`src/rtl/core_pkg.sv`:
```
// core_pkg: shared pipeline encodings for the 5-stage MIPS core
package core_pkg;
  typedef enum logic [1:0] {
    ST_RUN      = 2'd0,
    ST_MEM_WAIT = 2'd1
  } state_t;
  localparam logic [4:0] REG_ZERO = 5'd0;
  localparam int MEMREAD_BIT = 1;
endpackage

```
`src/rtl/sat_counter.sv`:
```
// sat_counter: event counter that holds at all-ones instead of wrapping
module sat_counter #(
  parameter int W = 16
) (
  input  logic         clk,
  input  logic         rst,
  input  logic         clr,
  input  logic         en,
  output logic [W-1:0] cnt
);
  always_ff @(posedge clk)
    if (rst || clr) cnt <= '0;
    else if (en && !(&cnt)) cnt <= cnt + 1'b1;
endmodule

```
`src/rtl/hazard_unit.sv`:
```
// hazard_unit: load-use, branch/jump flush and data-memory wait control
module hazard_unit
  import core_pkg::*;
#(
  parameter int CNT_W    = 16,
  parameter int WAIT_MAX = 15
) (
  input  logic             i_clk,
  input  logic             i_rst,
  input  logic [4:0]       i_id_rs,
  input  logic [4:0]       i_id_rt,
  input  logic             i_id_uses_rt,
  input  logic             i_ex_memread,
  input  logic [4:0]       i_ex_rt,
  input  logic             i_jump,
  input  logic             i_br_taken,
  input  logic             i_dmem_req,
  input  logic             i_dmem_ready,
  output logic             o_stall,
  output logic             o_pc_write,
  output logic             o_if_id_write,
  output logic             o_flush_if_id,
  output logic             o_flush_id_ex,
  output logic             o_freeze,
  output logic             o_mem_err,
  output logic [1:0]       o_state,
  output logic [CNT_W-1:0] o_stall_cnt,
  output logic [CNT_W-1:0] o_flush_cnt
);
  state_t st, eff;
  logic [7:0] wcnt;
  logic err, mw, tmo, lu, br, jp;
  logic [CNT_W-1:0] stall_q, flush_q;
  // reset forces the decode to see RUN so outputs never reflect a stale wait
  assign eff = i_rst ? ST_RUN : st;
  assign mw  = eff == ST_MEM_WAIT;
  assign tmo = mw && !i_dmem_ready && wcnt == 8'(WAIT_MAX - 1);
  assign lu  = i_ex_memread && i_ex_rt != REG_ZERO &&
               (i_ex_rt == i_id_rs || (i_id_uses_rt && i_ex_rt == i_id_rt));
  assign o_freeze      = (!mw && i_dmem_req && !i_dmem_ready) || (mw && !i_dmem_ready && !tmo);
  assign br            = !o_freeze && i_br_taken;
  assign jp            = !o_freeze && !i_br_taken && i_jump;
  assign o_stall       = !o_freeze && !i_br_taken && !i_jump && lu;
  assign o_pc_write    = !o_freeze && !o_stall;
  assign o_if_id_write = !o_freeze && !o_stall;
  assign o_flush_if_id = br || jp;
  assign o_flush_id_ex = br;
  assign o_state       = eff;
  assign o_mem_err     = err && !i_rst;
  assign o_stall_cnt   = i_rst ? '0 : stall_q;
  assign o_flush_cnt   = i_rst ? '0 : flush_q;
  always_ff @(posedge i_clk)
    if (i_rst) begin
      st   <= ST_RUN;
      wcnt <= '0;
      err  <= 1'b0;
    end else if (st == ST_RUN) begin
      if (i_dmem_req && !i_dmem_ready) begin
        st   <= ST_MEM_WAIT;
        wcnt <= '0;
      end
    end else if (i_dmem_ready || tmo) begin
      st  <= ST_RUN;
      err <= err || tmo;
    end else begin
      wcnt <= wcnt + 8'd1;
    end
  sat_counter #(.W(CNT_W)) u_stall_cnt (
    .clk(i_clk), .rst(i_rst), .clr(1'b0), .en(o_stall || o_freeze), .cnt(stall_q)
  );
  sat_counter #(.W(CNT_W)) u_flush_cnt (
    .clk(i_clk), .rst(i_rst), .clr(1'b0), .en(o_flush_if_id || o_flush_id_ex), .cnt(flush_q)
  );
endmodule

```
`config.mk`:
```
export PLATFORM = sky130hd
export DESIGN_NAME = hazard_unit
export DESIGN_NICKNAME = d
export VERILOG_FILES = /design/src/rtl/core_pkg.sv /design/src/rtl/sat_counter.sv /design/src/rtl/hazard_unit.sv
export SDC_FILE = /design/constraint.sdc
export NUM_CORES = 1
export LEC_CHECK = 0
export CAP_MARGIN = 20
export CORE_ASPECT_RATIO = 1.5
export CORE_UTILIZATION = 57
export DETAILED_ROUTE_END_ITERATION = 8
export DONT_BUFFER_PORTS = 1
export HOLD_SLACK_MARGIN = 0.03
export PLACE_DENSITY = 0.77
export SYNTH_ARGS = -nofsm -noshare
export SYNTH_HDL_FRONTEND = slang
export SYNTH_SLANG_ARGS = --single-unit
```
`constraint.sdc`:
```
create_clock -name i_clk -period 2.1 [get_ports i_clk]
set_input_delay 0.105 -clock i_clk [delete_from_list [all_inputs] [get_ports i_clk]]
set_output_delay 0.105 -clock i_clk [all_outputs]
set_load 0.05 [all_outputs]
```
==> flow_summary_export.csv <==
group,metric,value,unit
placement,dpl_cell_area,0.00289,mm^2
power,combPwrFrac,0.129,
synth,asyncSetResetFlopFracSynth,0,
synth,synth_area_per_cell,8.33,um^2
routing,dr.first_iter.drc_count,103,
placement,hpwl,4050,um
grt,grt_use_total,0.258,
cells_and_area,area_delta_synth_final,20.3,%
routing,detail_route.wl_per_cell,15.3,um
timing,worst_pin_slew,1000,ps
timing,drv_slew,0,
timing,setup_viol,0,
floorplanning,io_pins,64,
cells_and_area,fillers,336,
cells_and_area,diodes,0,
power,leakage,0.00119,uW
clock_tree,htreeDepth,2,
routing,vias,2395,
floorplanning,core_area,0.00428,mm^2
clock_tree,cts_sinks,42,
worst_setup_path,crit_type,"register to primary output",
synth,synth.distinct_cells,56,
timing,whs,38.6,ps
routing,drt_wl_total,6100,um
floorplanning,die_area,0.00476,mm^2
timing,slew_headroom,0.330,
clock_tree,clk_pin_slew,80,ps
worst_setup_path,slowest_stage,"dfxtp_1",
grt,grt_overflow,0,
floorplanning,std_cell_rows,29,
synth,synth_top_area_cell,"dfxtp_1",
worst_setup_path,max_stage_delay,380,ps
worst_setup_path,cp_cell_sequence,"ha_1 -> and4b_1 -> nand3_2 -> and2_4 -> buf_4 -> nor2_1 -> buf_4",
synth,netlist_area,0.00256,mm^2
routing,first_pass_iters,7,
worst_setup_path,cp-end-kind,"primary output",
power,p_int,1100,uW
grt,first_global_vias,2213,
timing,grt_setup_unrepaired,"true",
power,seq_power_share,0.542,
synth,synth_seq_cells,42,
synth,netlist_instances,307,
outcome,status,"finished with violations",
timing,skew,9.51,ps
timing,finalCriticalPeriod,2070,ps
clock_tree,cts_max_path_buffers,2,
worst_setup_path,critPathRequiredTime,2000,ps
floorplanning,die_y,84.0,um
synth,synthTopCellsByArea,"dfxtp_1 (33%), xnor2_1 (7.9%), nor2b_1 (7.3%), nor2_1 (6.8%), nand3_1 (3.5%)",
worst_setup_path,start_kind,"register",
timing,min_period_over_period,0.987,
worst_setup_path,cpMostUsedCell,"buf_4",
synth,yosysMostFrequentCell,"nor2_1",
clock_tree,cts_made_buffers,5,
grt,antenna_found_initial,0,
power,powerDensity,490,mW/mm^2
synth,ys_warn_count,0,
power,switching_share,0.271,
cells_and_area,final_nets,379,
cells_and_area,final_cells,398,
synth,synth_edf_count,0,
routing,drc,10,
placement,gp_congestion,0.862,
power,p_sw,408,uW
synth,syn_nets,334,
timing,fmax,483,MHz
floorplanning,start_util,0.597,
outcome,violations,"design-rule violations",
routing,ant_nets,0,
power,ir_worst_vdd,0.428,mV
routing,vias_per_cell,6.02,
job,maxCapViolations,0,
cells_and_area,design_area,0.00308,mm^2
clock_tree,root_buffer,"clkbuf_8",
power,clockPowerShare,0.330,
synth,ys_seq_area_frac,0.329,
worst_setup_path,cp_max_fo,4,
synth,synth_top_area_share,0.329,
cells_and_area,drive_gt1_frac,0.247,
synth,yosys-top-cells-count,"nor2_1 (46), dfxtp_1 (42), nor2b_1 (30)",
hold_path,holdCritPathClass,"primary input to register",
placement,portBuffers,0,
grt,grt_pass1_wl,9920,um
synth,synth_ff_type,"dfxtp_1",
floorplanning,fp.dieW,56.7,um
clock_tree,clk_latency,300,ps
placement,place_inst,385,
worst_setup_path,arrival,1970,ps
clock_tree,cts_tree,"done",
grt,grt_max_degree,46,
timing,hold_viol,0,
## final cells by class
type / instances / area, um^2 / area share
clock inverters: 2 / 10.0 / 0.00325
flip-flops and latches: 42 / 841 / 0.273
multi-input cells: 242 / 1660 / 0.539
inverters: 10 / 37.5 / 0.0122
well taps: 46 / 57.6 / 0.0187
clock buffers: 5 / 68.8 / 0.0224
repair buffers: 51 / 403 / 0.131
## worst max-delay path: cells and delay by family (launching register included)
| family | cells | cell delay [ps] |
|---|---|---|
| adder cells (fa/ha/maj) | 1 | 180 |
| buffers and inverters | 2 | 420 |
| flip-flops | 1 | 380 |
| AND/OR/NAND/NOR | 4 | 700 |
## state kept, by name, indices dropped and copies added (netlist names)
register and flops:
st 1, wcnt 8, err 1, u_stall_cnt.cnt 16, u_flush_cnt.cnt 16
## through the flow
stage	utilization	setup TNS, ps	setup WS [ps]	power (uW)
after floorplan	-	0	24.5	988
after global placement	0.675	0	134	996
after detailed placement	0.675	0	73.1	999
after CTS	0.701	0	15.0	1500
after global routing	0.719	-48.1	-17.1	1560
final	0.719	0	28.0	1510
## cell usage in the layout, fill, tap and decap left out, types with 3 or more instances in the layout
| cell type | synthesis | layout |
|---|---|---|
| nor2_1 | 46 | 46 |
| buf_4 | 5 | 46 |
| dfxtp_1 | 42 | 42 |
| nor2b_1 | 30 | 29 |
| xnor2_1 | 23 | 23 |
| nand3_1 | 18 | 18 |
| nand2_1 | 16 | 16 |
| nor3_1 | 11 | 11 |
| inv_1 | 10 | 10 |
| nand4_1 | 10 | 10 |
| a21oi_1 | 7 | 7 |
| mux2_2 | 7 | 7 |
| o21ai_0 | 6 | 6 |
| or3_1 | 5 | 5 |
| xor2_1 | 5 | 5 |
| clkbuf_8 | 0 | 5 |
| mux2_1 | 5 | 4 |
| ha_1 | 4 | 4 |
| and3_1 | 3 | 3 |
| nor4_4 | 1 | 3 |
| nor4_1 | 4 | 3 |
## what timing repair did
item / CTS / global route
buffers inserted: 0 / 2
endpoints found under the setup margin: 2 / 6
resized for setup: 1 / 9
endpoints found under the hold margin: 26 / 0
cloned: 1 / 1
hold buffers: 2 / 0
## layer usage
metal | wire [um] | up-vias | track usage
li1 | - | 1155 | -
met1 | 2430 | 1147 | 0.293
met2 | 3230 | 77 | 0.450
met3 | 311 | 16 | 0.0512
met4 | 128 | 0 | 0.123
met5 | 0 | - | 0
## cells by family (layout without fill, tap and decap cells)
logic type | count (synthesis) | in the layout | synth area share
fa+ha+maj | 4 | 4 | 0.0196
simple gates | 168 | 168 | 0.376
other cells | 1 | 1 | 0.00147
xor+xnor | 28 | 28 | 0.0959
buf+inv | 25 | 68 | 0.0504
mux | 13 | 13 | 0.0587
flops | 42 | 42 | 0.329
compound gates | 26 | 28 | 0.0695
## path summary, 6_finish.rpt
kind                            startpoint             endpoint  slack [ps]  cells after the start
worst max-delay path               wcnt[1]              o_stall          30                      7
worst max register to register     wcnt[1]  u_flush_cnt.cnt[10]          60                      7
worst min register to register         err                  err         470                      2
worst min-delay path                 i_rst  u_stall_cnt.cnt[15]          40                      2
## power by group through the flow
| stage | Clock, uW | Sequential (uW) | Combinational [uW] |
|---|---|---|---|
| after detailed placement | 0 | 835 | 163 |
| final | 497 | 817 | 194 |
| after floorplan | 0 | 833 | 155 |
| after global routing | 532 | 818 | 210 |
| after CTS | 510 | 816 | 179 |
| after global placement | 0 | 835 | 161 |
No activity file was read; power rests on OpenSTA's default activity.
